<file path="config.mk">
export PLATFORM = sky130hd
export DESIGN_NAME = controller_poller
export DESIGN_NICKNAME = d
export VERILOG_FILES = /design/src/rtl/controller_pkg.sv /design/src/rtl/clk_tick_gen.sv /design/src/rtl/controller_poller.sv
export SDC_FILE = /design/constraint.sdc
export NUM_CORES = 1
export LEC_CHECK = 0
export ABC_CLOCK_PERIOD_IN_PS = 2600
export BUFFER_PORTS_ARGS = -buffer_cell sky130_fd_sc_hd__buf_2
export CAP_MARGIN = 10
export CORE_ASPECT_RATIO = 0.7
export CORE_MARGIN = 10
export CORE_UTILIZATION = 44
export DETAILED_ROUTE_END_ITERATION = 16
export GPL_ROUTABILITY_DRIVEN = 0
export PLACE_DENSITY = 0.74
export SETUP_SLACK_MARGIN = 0.5
export SLEW_MARGIN = 30
export SYNTH_ARGS = -nofsm -noshare
export SYNTH_HDL_FRONTEND = slang
export SYNTH_SLANG_ARGS = --single-unit
</file>
<file path="constraint.sdc">
create_clock -name clock_i -period 2.6 [get_ports clock_i]
set_clock_uncertainty 0.1 [all_clocks]
set_input_delay 0.13 -clock clock_i [delete_from_list [all_inputs] [get_ports clock_i]]
set_output_delay 0.13 -clock clock_i [all_outputs]
set_load 0.02 [all_outputs]
</file>
<file path="src/rtl/controller_pkg.sv">
// Shared types and constants for the serial gamepad poller.
// Contents: poll FSM state enum, MMIO controller word width and layout,
// and button bit positions within the held/pressed halves of that word.
package controller_pkg;

  localparam int unsigned CTRL_WORD_W = 32;
  localparam int unsigned BTN_W       = 16;

  // Button bit positions (same index in the held and newly-pressed halves)
  localparam int unsigned BTN_B      = 0;
  localparam int unsigned BTN_Y      = 1;
  localparam int unsigned BTN_SELECT = 2;
  localparam int unsigned BTN_START  = 3;
  localparam int unsigned BTN_UP     = 4;
  localparam int unsigned BTN_DOWN   = 5;
  localparam int unsigned BTN_LEFT   = 6;
  localparam int unsigned BTN_RIGHT  = 7;
  localparam int unsigned BTN_A      = 8;
  localparam int unsigned BTN_X      = 9;
  localparam int unsigned BTN_L      = 10;
  localparam int unsigned BTN_R      = 11;

  typedef enum logic [2:0] {
    IDLE   = 3'd0,
    LATCH  = 3'd1,
    CLK_LO = 3'd2,
    CLK_HI = 3'd3,
    DONE   = 3'd4
  } poll_state_e;

  // Controller word as seen by MMIO: upper half edges, lower half levels
  typedef struct packed {
    logic [BTN_W-1:0] pressed;
    logic [BTN_W-1:0] held;
  } ctrl_word_t;

endpackage

</file>
<file path="src/rtl/clk_tick_gen.sv">
// Protocol tick divider: one-cycle registered tick every DIV clocks while
// enabled. clear_i restarts the count so the first tick lands exactly DIV
// cycles after the clear.
// Ports: clk_i, reset_i (sync, active-high), clear_i, en_i, tick_o.
// DIV must be >= 2 (the tick is registered one count early).
module clk_tick_gen #(
  parameter int unsigned DIV = 300
) (
  input  logic clk_i,
  input  logic reset_i,
  input  logic clear_i,
  input  logic en_i,
  output logic tick_o
);

  localparam int unsigned CNT_W = (DIV > 2) ? $clog2(DIV) : 1;

  logic [CNT_W-1:0] cnt_q, cnt_d;
  logic             tick_q, tick_d;

  // Count 0..DIV-1; raise the registered tick while the count sits at DIV-1
  always_comb begin
    cnt_d  = cnt_q;
    tick_d = 1'b0;
    if (clear_i) begin
      cnt_d = '0;
    end else if (en_i) begin
      cnt_d  = (cnt_q == CNT_W'(DIV - 1)) ? '0 : cnt_q + CNT_W'(1);
      tick_d = (cnt_q == CNT_W'(DIV - 2));
    end
  end

  always_ff @(posedge clk_i) begin
    if (reset_i) begin
      cnt_q  <= '0;
      tick_q <= 1'b0;
    end else begin
      cnt_q  <= cnt_d;
      tick_q <= tick_d;
    end
  end

  assign tick_o = tick_q;

endmodule

</file>
<file path="src/rtl/controller_poller.sv">
// Serial gamepad front end: periodically latches and clocks a shift-register
// pad (active-low data), resynchronises the data line, and publishes a
// 32-bit word {newly pressed, held} with a one-cycle valid strobe.
// Ports: clock_i, reset_i (sync, active-high), poll_en_i, pad_data_i (async,
//   active-low) in; pad_latch_o, pad_clk_o (idles high), buttons_o[31:0],
//   buttons_valid_o, pad_present_o, busy_o out.
// Build option: CONTROLLER_DEBOUNCE_EN makes a held bit change only when two
//   consecutive present polls agree on it.
module controller_poller
  import controller_pkg::*;
#(
  parameter int unsigned CLK_DIV     = 300,
  parameter int unsigned NUM_BITS    = 16,
  parameter int unsigned POLL_PERIOD = 833333
) (
  input  logic                   clock_i,
  input  logic                   reset_i,
  input  logic                   poll_en_i,
  input  logic                   pad_data_i,
  output logic                   pad_latch_o,
  output logic                   pad_clk_o,
  output logic [CTRL_WORD_W-1:0] buttons_o,
  output logic                   buttons_valid_o,
  output logic                   pad_present_o,
  output logic                   busy_o
);

  localparam int unsigned POLL_W = $clog2(POLL_PERIOD);
  localparam int unsigned BIT_W  = 4;

  poll_state_e      state_q, state_d;
  logic [POLL_W-1:0] poll_cnt_q, poll_cnt_d;
  logic             sync1_q, sync2_q;
  logic             latch_tick_q, latch_tick_d;
  logic [BIT_W-1:0] bit_idx_q, bit_idx_d;
  logic [BTN_W-1:0] raw_q, raw_d;
  ctrl_word_t       buttons_q, buttons_d;
  logic             valid_q, valid_d;
  logic             present_q, present_d;
  logic             pad_latch_q, pad_latch_d;
  logic             pad_clk_q, pad_clk_d;
  logic             busy_q, busy_d;

  logic             tick_c;
  logic             start_c;
  logic             sample_c;
  logic             present_c;
  logic [BTN_W-1:0] new_state_c;

`ifdef CONTROLLER_DEBOUNCE_EN
  logic [BTN_W-1:0] prev_raw_q, prev_raw_d;
  logic [BTN_W-1:0] agree_c;
`endif

  clk_tick_gen #(
    .DIV (CLK_DIV)
  ) u_tick (
    .clk_i   (clock_i),
    .reset_i (reset_i),
    .clear_i (start_c),
    .en_i    (state_q != IDLE),
    .tick_o  (tick_c)
  );

  // Free-running poll timer; a wrap only starts a poll when idle and enabled
  always_comb begin
    poll_cnt_d = (poll_cnt_q == POLL_W'(POLL_PERIOD - 1)) ? '0 : poll_cnt_q + POLL_W'(1);
    start_c    = (poll_cnt_q == POLL_W'(POLL_PERIOD - 1)) && poll_en_i && (state_q == IDLE);
  end

  // Active-low pad line to active-high "pressed"
  assign sample_c = ~sync2_q;

  // Missing pad with pull-down reads the always-unused top bits as pressed
  always_comb begin
    present_c = (raw_q[NUM_BITS-1 -: 4] == 4'b0000);
`ifdef CONTROLLER_DEBOUNCE_EN
    agree_c     = ~(raw_q ^ prev_raw_q);
    new_state_c = (raw_q & agree_c) | (buttons_q.held & ~agree_c);
    prev_raw_d  = prev_raw_q;
    if ((state_q == DONE) && present_c) begin
      prev_raw_d = raw_q;
    end
`else
    new_state_c = raw_q;
`endif
  end

  // Poll sequencer
  always_comb begin
    state_d      = state_q;
    latch_tick_d = latch_tick_q;
    bit_idx_d    = bit_idx_q;
    raw_d        = raw_q;
    buttons_d    = buttons_q;
    present_d    = present_q;
    valid_d      = 1'b0;

    unique case (state_q)
      IDLE: begin
        if (start_c) begin
          state_d      = LATCH;
          latch_tick_d = 1'b0;
          bit_idx_d    = '0;
          raw_d        = '0;
        end
      end
      LATCH: begin
        if (tick_c) begin
          if (latch_tick_q) begin
            raw_d[0]  = sample_c;
            bit_idx_d = BIT_W'(1);
            state_d   = CLK_LO;
          end else begin
            latch_tick_d = 1'b1;
          end
        end
      end
      CLK_LO: begin
        if (tick_c) begin
          state_d = CLK_HI;
        end
      end
      CLK_HI: begin
        if (tick_c) begin
          raw_d[bit_idx_q] = sample_c;
          if (bit_idx_q == BIT_W'(NUM_BITS - 1)) begin
            state_d = DONE;
          end else begin
            bit_idx_d = bit_idx_q + BIT_W'(1);
            state_d   = CLK_LO;
          end
        end
      end
      DONE: begin
        state_d   = IDLE;
        valid_d   = 1'b1;
        present_d = present_c;
        if (present_c) begin
          buttons_d.pressed = new_state_c & ~buttons_q.held;
          buttons_d.held    = new_state_c;
        end else begin
          buttons_d = '0;
        end
      end
      default: state_d = IDLE;
    endcase
  end

  // Pad-facing and status outputs follow the next state so they change with it
  always_comb begin
    pad_latch_d = (state_d == LATCH);
    pad_clk_d   = (state_d != CLK_LO);
    busy_d      = (state_d != IDLE);
  end

  always_ff @(posedge clock_i) begin
    if (reset_i) begin
      state_q      <= IDLE;
      poll_cnt_q   <= '0;
      sync1_q      <= 1'b1;
      sync2_q      <= 1'b1;
      latch_tick_q <= 1'b0;
      bit_idx_q    <= '0;
      raw_q        <= '0;
      buttons_q    <= '0;
      valid_q      <= 1'b0;
      present_q    <= 1'b0;
      pad_latch_q  <= 1'b0;
      pad_clk_q    <= 1'b1;
      busy_q       <= 1'b0;
    end else begin
      state_q      <= state_d;
      poll_cnt_q   <= poll_cnt_d;
      sync1_q      <= pad_data_i;
      sync2_q      <= sync1_q;
      latch_tick_q <= latch_tick_d;
      bit_idx_q    <= bit_idx_d;
      raw_q        <= raw_d;
      buttons_q    <= buttons_d;
      valid_q      <= valid_d;
      present_q    <= present_d;
      pad_latch_q  <= pad_latch_d;
      pad_clk_q    <= pad_clk_d;
      busy_q       <= busy_d;
    end
  end

`ifdef CONTROLLER_DEBOUNCE_EN
  always_ff @(posedge clock_i) begin
    if (reset_i) begin
      prev_raw_q <= '0;
    end else begin
      prev_raw_q <= prev_raw_d;
    end
  end
`endif

  assign pad_latch_o     = pad_latch_q;
  assign pad_clk_o       = pad_clk_q;
  assign buttons_o       = buttons_q;
  assign buttons_valid_o = valid_q;
  assign pad_present_o   = present_q;
  assign busy_o          = busy_q;

endmodule
</file>
After elaboration in Yosys (flattened, before gate mapping)
Cells that the tools add are included.

cells by class
  bitwise gates (word level) = 4
  equal/unequal tests = 15
  reduce and logical (&&, ||, !) cells = 17
  add/sub/neg operators = 3
  mux-type cells = 28
  magnitude comparators = 2

operators with widths
  operator                                                                      number
  16-bit two-way mux                                                            2
  32-bit two-way mux                                                            1
  15-bit one-hot mux with 2 select lines                                        1
  20-bit by 1-bit adder with 20-bit output, second input constant               1
  20-bit equality test, second input constant                                   1
  4-bit two-way mux                                                             5
  9-bit equality test, second input constant                                    2
  3-bit two-way mux                                                             6
  16-bit bitwise AND                                                            1
  16-bit bitwise mux                                                            1
  16-bit NOT                                                                    1
  3-bit one-hot mux with 4 select lines                                         1
  4-bit one-hot mux with 3 select lines                                         1
  9-bit by 1-bit adder with 9-bit output, second input constant                 1
  9-bit two-way mux                                                             1
  3-bit nonzero test                                                            3
  3-bit by 1-bit equality test with 1-bit output, second input constant         2
  3-bit by 2-bit equality test with 1-bit output, second input constant         2
  1-bit two-way mux                                                             6
  2-bit inequality test, second input constant                                  3
  3-bit AND reduction                                                           2
  6-bit AND reduction                                                           1
  4-bit by 5-bit less-than comparator with 1-bit output, second input constant  1
  5-bit AND reduction                                                           1
  other kinds (16)                                                              22

word-level totals
  flip-flop bits (word level) = 93
  input port bits = 4
  output and inout port bits = 37
  logic and storage cells = 86

Longest topological paths before layout
Gate-level depths: netlist of run 1.

  word-level depth = 7
  gate-level depth with buffers = 8
  depth with buffers taken out = 7

Hierarchy
Synthesis of run 1 repeated with hierarchy kept, for this count alone.

second synthesis, totals
  cells, all modules = 443
  area total of the unflattened synthesis = 3958.8 um^2

modules (own cells, without submodules)
  module             seq. area each (um^2)  area each (um^2)  times used  cells each
  controller_poller  1661.6                 3484.6            1           391
  clk_tick_gen       200.2                  474.2             1           52

Worst setup path after synthesis of run 1
Ideal clock, no wire load.

  path kind = flip-flop to flip-flop
  start = register poll_cnt_q[7]
  end = register raw_q[12] (netlist: new_state_c[12])
  library setup time = 0.124 ns
  clock period less this slack = 1.920 ns
  arrival time = 1.696 ns
  required time = 2.376 ns
  path buffers = 1
  stages on the path, launching flop included = 7
  path slack = 0.680 ns
  cells stage by stage = dfxtp_1 > or4_4 > nor3_4 > a31oi_1 > nand2b_1 > buf_4 > mux2i_1

on the way
  longest elaborated chain between the ends = 5

ends and longest elaborated chain
  item                             line                      RTL
  start: declaration               controller_poller.sv:32   logic [POLL_W-1:0] poll_cnt_q, poll_cnt_d;
  start signal: assignment         controller_poller.sv:174  poll_cnt_q <= poll_cnt_d;
  20-bit equality test             controller_poller.sv:68   start_c = (poll_cnt_q == POLL_W'(POLL_PERIOD - 1)) && poll_en_i && (state_q == IDLE);
  1-bit logical AND (2 in a row)   controller_poller.sv:68
  2-bit inequality test (no line)  --
  3-bit AND reduction (no line)    --
  end signal: assignment           controller_poller.sv:179  raw_q <= raw_d;
  end: declaration                 controller_poller.sv:36   logic [BTN_W-1:0] raw_q, raw_d;

Every way passes these cells.
A chain may end at the register's enable or synchronous reset.

Worst setup path in the final report of run 1
  start = register poll_cnt_q[7]
  end = register bit_idx_q[3]

on the way
  longest elaborated chain between the ends = 5

ends and longest elaborated chain
  item                             line                      RTL
  20-bit equality test             controller_poller.sv:68
  1-bit logical AND (2 in a row)   controller_poller.sv:68
  2-bit inequality test (no line)  --
  6-bit AND reduction (no line)    --
  end signal: assignment           controller_poller.sv:178  bit_idx_q <= bit_idx_d;
  end: declaration                 controller_poller.sv:35   logic [BIT_W-1:0] bit_idx_q, bit_idx_d;

Every way passes these cells.

==> results.json, run 1 <==
{
  "crit_path_end_kind": "register",
  "numCtsBuffers": 9,
  "seq_area_um2": 1870,
  "tritoncts": "yes",
  "synth-seq-area-share_pct": 47.6,
  "grt_max_degree": 35,
  "start_util_pct": 45.8,
  "post-dp-hpwl_um": 6320,
  "clockBufferDepth": 2,
  "synth_cells": 433,
  "drt_iter0_drc": 241,
  "rsz0062_at_grt": "no",
  "diodes": 0,
  "antenna_found_initial": 0,
  "via_per_inst": 5.51,
  "max_freq_ghz": 0.492,
  "detail-route-antenna-nets": 0,
  "port_buffers": 40,
  "dieArea_um2": 13100,
  "grt_usage_pct": 13.8,
  "drc": 0,
  "synth_fp_nets": 445,
  "synth-main-ff-cell": "dfxtp_1",
  "grt_pass1_vias": 3026,
  "fin_util_pct": 53.7,
  "drt_first_pass_iters": 6,
  "ioPinCount": 41,
  "synth_async_sr_flop_share_pct": 0,
  "fill_cells": 791,
  "worstSetupStartpointType": "register",
  "setup_viol": 0,
  "setup_tns_ps": 0,
  "required_ps": 2700,
  "fin_crit_ps": 2030,
  "criticalPathCategory": "reg2reg",
  "num_rows": 28,
  "core_um2": 8550,
  "drive_gt1_share_pct": 17.8,
  "finalMaxSlewViolations": 0,
  "synth_seq_cells": 93,
  "avgRoutedWirePerCell_um": 15.6,
  "synth_edf_count": 0,
  "multi_input_area_um2": 1890,
  "chipWidth_um": 133,
  "ys_warn_count": 0,
  "slew_headroom_pct": 62.8,
  "htree_levels": 3,
  "peakVddDrop_mv": 0.301,
  "grt_pass1_wl_um": 15000,
  "status": "finished clean",
  "hp-class": "in2reg",
  "power_density_nw_per_um2": 605,
  "cts_sinks": 93,
  "critical_path_arrival_ps": 2140,
  "min_period_over_period_pct": 78.1,
  "syn-cell-area_um2": 3910,
  "totalWireLength_um": 9310,
  "vias": 3291,
  "cts_root_buffer": "clkbuf_16",
  "avgSynthCellArea_um2": 9.04,
  "ys_types": 54,
  "path_clk_slew_ps": 60,
  "fp.dieH_um": 98.9,
  "syn_to_final_growth_pct": 17.2,
  "worstMarginPinSlew_ps": 554,
  "grt_overflow_total": 0,
  "p_leak_nw": 1.84,
  "clock_latency_ps": 340,
  "hold_viol_final": 0,
  "fin_nets": 484,
  "maxCapViolCount": 0,
  "crit_fanout": 15
}
[routing by layer]
layer,vias up,wire length [µm],GRT usage [%]
li1,1599,-,-
met1,1544,4330,18.1
met2,125,4040,20.0
met3,23,770,5.48
met4,0,163,5.14
met5,-,0,0
[state kept, by name, indices dropped and copies added (netlist names)]
| signal | flops |
|---|---|
| u_tick.tick_o | 1 |
| state_q | 3 |
| latch_tick_q | 1 |
| bit_idx_q | 4 |
| buttons_o | 32 |
| u_tick.cnt_q | 9 |
| new_state_c | 16 |
| pad_clk_o | 1 |
| sync2_q | 1 |
| pad_latch_o | 1 |
| pad_present_o | 1 |
| buttons_valid_o | 1 |
| poll_cnt_q | 20 |
| sync1_q | 1 |
| busy_o | 1 |
[path summary, 6_finish.rpt]
path	startpoint	end	slack [ps]	depth (start not counted)
worst min-delay path	reset_i	latch_tick_q	120	2
worst max register to register	poll_cnt_q[7]	bit_idx_q[3]	570	7
worst min register to register	sync1_q	sync2_q	310	1
worst max-delay path	poll_cnt_q[7]	bit_idx_q[3]	570	7
[cell type report]
| type | count | share of cell area, % |
|---|---|---|
| clock buffers | 10 | 4.99 |
| flip-flops and latches | 93 | 40.8 |
| multi-input cells | 292 | 41.2 |
| repair buffers | 51 | 6.30 |
| inverters | 25 | 2.05 |
| clock inverters | 6 | 1.36 |
| well taps | 120 | 3.27 |
[cell usage in the layout, fill, tap and decap left out, types with 10 or more instances in the layout]
cell type,instances
dfxtp_1,87
nor2_1,64
nand2_1,43
buf_2,40
inv_1,25
xor2_1,18
mux2i_1,14
a22oi_1,13
and3_1,12
a32oi_1,12
o211ai_1,10
[synthesized netlist by cell type (2+ instances only)]
cell / count / area [µm²]
or2_2: 2 / 12.5
mux2i_1: 14 / 140
clkbuf_1: 14 / 52.6
xnor2_1: 7 / 61.3
o21ai_0: 2 / 10.0
nand4_1: 9 / 56.3
and3_1: 12 / 75.1
nand4b_1: 2 / 17.5
nand3b_1: 3 / 22.5
a32o_1: 2 / 20.0
buf_6: 2 / 22.5
nor3_1: 10 / 50.1
a31oi_1: 3 / 18.8
ha_1: 8 / 100
a21oi_1: 5 / 25.0
o21a_1: 3 / 22.5
nor2_1: 64 / 240
dfxtp_1: 93 / 1860
nor4bb_1: 2 / 20.0
nor4_1: 6 / 37.5
buf_2: 5 / 25.0
nor2b_1: 2 / 12.5
or3_1: 3 / 18.8
o211ai_1: 10 / 75.1
o32a_1: 2 / 20.0
buf_4: 2 / 15.0
and2_1: 2 / 12.5
a22oi_1: 13 / 97.6
nand2_1: 43 / 161
and4_1: 2 / 17.5
nand3_1: 9 / 45.0
xor2_1: 18 / 158
o2111ai_1: 3 / 26.3
a32oi_1: 12 / 105
inv_1: 25 / 93.8
[power breakdown]
group / internal (mW) / switching, mW
Combinational: 0.0173 / 0.0386
Clock: 0.745 / 0.538
Sequential: 1.43 / 0.00766
[cell families (layout without fill, tap and decap cells)]
family / count (synthesis) / after routing / share of synthesized area [%]
adders and majority gates: 8 / 8 / 2.56
xor gates and xnor gates: 25 / 25 / 5.59
DFF: 93 / 93 / 47.6
AOI/OAI and AO/OA: 63 / 63 / 12.4
muxes: 14 / 14 / 3.58
and+or+nand+nor: 180 / 182 / 22.7
buffers and inverters: 50 / 92 / 5.56
[stage by stage]
step	worst slack [ps]	hold slack, ps	cell area [µm²]	total power, mW	instances
6_report	569	123	4590	2.78	597
3_5_place_dp	399	215	4190	1.52	574
3_3_place_gp	518	216	4190	1.52	574
2_1_floorplan	680	114	3910	1.50	433
5_1_grt	496	132	4590	2.88	597
4_1_cts	518	99.9	4500	2.80	591
[critical path, stage by stage (launching register included)]
cell	delay (ps)
dfxtp_1	350
or4_4	560
nor3_4	200
buf_4	170
a31oi_4	100
buf_6	200
o41ai_1	100
nor3_1	130
[what timing repair did]
item,in CTS,in global routing
gates cloned,0,2
pin swaps,0,3
endpoints found under the hold margin,1,0
buffers inserted,0,4
setup endpoints to repair,11,30
gates resized for setup,3,15
hold buffers,1,0
Note: power is estimated with default switching activity, not from simulation.
==> run 2: changes to the inputs <==
Settings changed: ABC_CLOCK_PERIOD_IN_PS 2600 to 1860, PLACE_DENSITY 0.74 to 0.76.
Clock period 2.6 ns to 1.86 ns, I/O delays scaled along.
==> results.json, run 2 (synthesized netlist as in run 1, its figures left out) <==
{
  "status": "finished with violations",
  "violations": "negative setup slack",
  "grt_use_met1_pct": 19.6,
  "totalWireLength_um": 12200,
  "via_per_inst": 5.69,
  "ioPinCount": 41,
  "most-common-layout-cells": "dfxtp_1 (83), nor2_1 (41), buf_2 (40), nand2_1 (35), buf_4 (29)",
  "reg2reg_depth": 8,
  "port_buffers": 40,
  "setup_viol": 38,
  "grt_pass1_wl_um": 16800,
  "net-switching-power_mw": 0.891,
  "pwr-share-seq_pct": 48.2,
  "fin_crit_ps": 1940,
  "grt_usage_pct": 15.3,
  "setup_tns_ps": -1160,
  "peakVddDrop_mv": 0.412,
  "core_um2": 8550,
  "path_clk_slew_ps": 70,
  "min_period_over_period_pct": 104,
  "rsz0062_at_grt": "yes",
  "maxCapViolCount": 0,
  "crit-reg2reg-launch": "poll_cnt_q[6]",
  "start_util_pct": 45.8,
  "cts_root_buffer": "clkbuf_16",
  "hold-path-cell-count": 3,
  "fin_util_pct": 66.9,
  "min_from": "reset_i",
  "max_freq_ghz": 0.517,
  "layout_commonest_cell": "dfxtp_1",
  "reg2reg_to": "new_state_c[13]",
  "switching_share_pct": 21.4,
  "p_int_mw": 3.27,
  "power_frac_clock_pct": 48.6,
  "tritoncts": "yes",
  "finalMaxSlewViolations": 0,
  "clock_latency_ps": 340,
  "use_met3_pct": 4.11,
  "dieArea_um2": 13100,
  "largest_reg_flops": 32,
  "gr-max-usage-layer": "met2",
  "slew_headroom_pct": 38.2,
  "cts_sinks": 93,
  "grt_max_degree": 30,
  "drive_gt1_share_pct": 39.8,
  "vias": 3699,
  "criticalPathCategory": "reg2reg",
  "pre_cts_ws_ps": -71.1,
  "avgRoutedWirePerCell_um": 18.8,
  "detail-route-antenna-nets": 0,
  "grt_pass1_vias": 3307,
  "p_total_mw": 4.16,
  "grt_overflow_total": 0,
  "required_ps": 1980,
  "drc": 0,
  "power_density_nw_per_um2": 728,
  "critical_path_arrival_ps": 2060,
  "grt_use_met2_pct": 24.5,
  "combinationalPowerShare_pct": 3.2,
  "hp-class": "in2reg",
  "p_leak_nw": 2.28,
  "antenna_found_initial": 0,
  "post-dp-hpwl_um": 6520,
  "drt_first_pass_iters": 5,
  "num_rows": 28,
  "worstMarginPinSlew_ps": 926,
  "crit_path_end_kind": "register",
  "min_to": "buttons_o[4]",
  "syn_to_final_growth_pct": 46.1,
  "hold_viol_final": 0,
  "clockBufferDepth": 2,
  "fin_nets": 537,
  "worstSetupStartpointType": "register",
  "diodes": 0,
  "fin_ws_ps": -75.5,
  "numCtsBuffers": 9,
  "crit_fanout": 7,
  "fp.dieH_um": 98.9,
  "drt_iter0_drc": 357,
  "chipWidth_um": 133,
  "htree_levels": 3,
  "rrSetupSlack_ps": -80
}
## run 2: repair_timing
item / in CTS / in global routing
hold endpoints to repair: 4 / 0
pin swaps: 12 / 42
setup buffers: 6 / 14
hold buffers: 2 / 0
endpoints found under the setup margin: 89 / 90
resized for setup: 32 / 93
cloned: 6 / 5
## run 2: per-stage QoR
step / hold slack, ps / cell area, µm² / instances
after floorplan: 77.9 / 4060 / 433
after global placement: 178 / 4510 / 601
after detailed placement: 180 / 4510 / 601
after CTS: 113 / 5100 / 631
after global routing: 139 / 5720 / 650
final: 130 / 5720 / 650
## run 2: layer usage
| layer | vias up | wire length (µm) |
|---|---|---|
| met5 | - | 0 |
| met4 | 0 | 253 |
| met3 | 26 | 861 |
| met2 | 149 | 5820 |
| met1 | 1808 | 5280 |
| li1 | 1716 | - |
## run 2: area by class of cell
type	count	area, µm²
clock buffers	10	239
repair buffers	101	903
fillers	619	2830
clock inverters	6	92.6
well taps	120	150
multi-input cells	295	2360
flip-flops and latches	93	1880
inverters	25	93.8
## run 2: worst max-delay path by stage
stage / start / to / slack (ps) / depth (start not counted)
6_report: poll_cnt_q[6] / new_state_c[13] / -80 / 8
3_3_place_gp: poll_cnt_q[6] / bit_idx_q[1] / -3 / 5
4_1_cts: poll_cnt_q[17] / new_state_c[4] / 6 / 7
3_5_place_dp: poll_cnt_q[11] / bit_idx_q[1] / -70 / 5
2_1_floorplan: poll_cnt_q[2] / bit_idx_q[1] / 20 / 7
5_1_grt: poll_cnt_q[10] / new_state_c[13] / -130 / 7
## run 2: worst max-delay path: stages (launching register included)
cell	delay [ps]
dfxtp_2	320
buf_4	150
nand4bb_1	290
nor3_4	290
buf_6	160
a31oi_4	140
nand2b_4	130
clkbuf_16	150
mux2i_1	80
## run 2: power groups by stage
| stage | combinational (mW) | sequential (mW) | clock, mW |
|---|---|---|---|
| after CTS | 0.104 | 2.01 | 2.02 |
| after global placement | 0.0805 | 2.05 | 0 |
| after floorplan | 0.0593 | 2.05 | 0 |
| after global routing | 0.144 | 2.01 | 2.14 |
| after detailed placement | 0.0835 | 2.05 | 0 |
| final | 0.135 | 2.01 | 2.02 |
==> run 3: changes to the inputs <==
==> constraint.sdc (replaced) <==
create_clock -name clock_i -period 1.86 [get_ports clock_i]
set_clock_uncertainty 0.1 [all_clocks]
set_input_delay 0.186 -clock clock_i [delete_from_list [all_inputs] [get_ports clock_i]]
set_output_delay 0.186 -clock clock_i [all_outputs]
set_load 0.02 [all_outputs]
==> results.json, run 3 (synthesized netlist as in run 1, its figures left out) <==
{
  "core_um2": 8550,
  "grt_overflow_total": 0,
  "hold_viol_final": 0,
  "rsz0062_at_grt": "yes",
  "criticalPathCategory": "reg2reg",
  "drt_iter0_drc": 326,
  "largest_reg_flops": 32,
  "avgRoutedWirePerCell_um": 17.9,
  "status": "finished with violations",
  "p_total_mw": 3.71,
  "violations": "negative setup slack",
  "num_rows": 28,
  "via_per_inst": 5.67,
  "worstMarginPinSlew_ps": 646,
  "slew_headroom_pct": 56.9,
  "syn_to_final_growth_pct": 36.7,
  "cts_root_buffer": "clkbuf_16",
  "cpMaxStageDelayCell": "or4_4",
  "wl_met2_um": 5350,
  "critical_path_arrival_ps": 2060,
  "clockBufferDepth": 2,
  "grt_usage_pct": 16.7,
  "fin_cells": 641,
  "port_buffers": 40,
  "pre_cts_ws_ps": -112,
  "most-common-layout-cells": "dfxtp_1 (86), nor2_1 (61), buf_2 (40), nand2_1 (38), buf_4 (34)",
  "crit_chain": "or4_4, nor3_4, buf_4, a31oi_2, nand2b_1, buf_12, mux2i_1",
  "fin_nets": 530,
  "grt_pass1_wl_um": 18000,
  "drive_gt1_share_pct": 33.6,
  "maxCapViolCount": 0,
  "max_freq_ghz": 0.512,
  "chipWidth_um": 133,
  "fin_crit_ps": 1950,
  "grt_pass1_vias": 3469,
  "multi_input_area_um2": 2180,
  "grt_max_degree": 21,
  "cp_num_buf_inv": 2,
  "cts_sinks": 93,
  "dr.max_layer_used": "met4",
  "placed_cells": 601,
  "p_leak_nw": 2.17,
  "worstSetupStartpointType": "register",
  "crit_fanout": 14,
  "power_density_nw_per_um2": 694,
  "peakVddDrop_mv": 0.621,
  "hp-class": "in2reg",
  "crit_path_end_kind": "register",
  "drt-met1-wl_um": 5090,
  "diodes": 0,
  "fin_ws_ps": -94.2,
  "fin_util_pct": 62.6,
  "finalMaxSlewViolations": 0,
  "ioPinCount": 41,
  "path_clk_slew_ps": 60,
  "htree_levels": 3,
  "fp.dieH_um": 98.9,
  "setup_viol": 31,
  "post-dp-hpwl_um": 6460,
  "fill_cells": 672,
  "vias": 3635,
  "start_util_pct": 45.8,
  "critPathMaxStageDelay_ps": 540,
  "dieArea_um2": 13100,
  "seq_area_um2": 1880,
  "totalWireLength_um": 11500,
  "antenna_found_initial": 0,
  "numCtsBuffers": 9,
  "drc": 0,
  "detail-route-antenna-nets": 0,
  "routed-wl-met3_um": 822,
  "cpLargestDelayFamily": "simple AND/OR/NAND/NOR gates",
  "tritoncts": "yes",
  "min_period_over_period_pct": 105,
  "drt_first_pass_iters": 4,
  "layout_commonest_cell": "dfxtp_1",
  "required_ps": 1970,
  "clock_latency_ps": 340
}
run 3: cell type report:
cell class / instances / area share, %
inverter: 25 / 1.75
multi-input combinational: 295 / 40.7
timing repair buffer: 94 / 15.0
clock buffer: 11 / 4.35
sequential: 93 / 35.1
tap: 120 / 2.81
clock inverter: 3 / 0.281
run 3: per-stage QoR:
stage	TNS, ps	hold slack (ps)	cell area, µm²
after floorplan	0	171	4060
after global placement	-14.8	270	4510
after detailed placement	-253	276	4510
after CTS	-0.344	64.2	5220
after global routing	-4790	83.1	5350
final	-1420	76.2	5350
run 3: worst paths after layout:
check                  from         endpoint  slack (ps)  cells past startpoint
max          poll_cnt_q[17]   new_state_c[7]         -90                      7
min                 reset_i  u_tick.cnt_q[0]          80                      2
max reg2reg  poll_cnt_q[17]   new_state_c[7]         -90                      7
min reg2reg         sync1_q          sync2_q         300                      1
run 3: per-layer routing:
metal  GRT usage, %  vias to the layer above
met5              0                        -
met1           21.6                     1766
li1               -                     1697
met3           5.02                       22
met4           5.14                        0
met2           26.2                      150
run 3: worst reg2reg max path, delay by kind of cell (launching register included):
kind,cells,cell delay (ps)
buffers and inverters,2,320
AOI/OAI and AO/OA,1,120
muxes,1,90
and+or+nand+nor,3,870
DFF,1,320
run 3: what timing repair did:
| item | CTS | global route |
|---|---|---|
| setup buffers | 9 | 6 |
| hold buffers | 1 | 0 |
| pin swaps | 17 | 28 |
| resized for setup | 52 | 17 |
| cloned | 9 | 1 |
| endpoints found under the hold margin | 1 | 0 |
| setup endpoints to repair | 87 | 90 |
run 3: power by group:
group / leakage, nW / total, mW / switching [mW] / internal (mW)
combinational: 1.29 / 0.102 / 0.0656 / 0.0364
clock: 0.125 / 1.61 / 0.722 / 0.884
sequential: 0.754 / 2.01 / 0.00841 / 2.00
total: 2.17 / 3.71 / 0.796 / 2.92
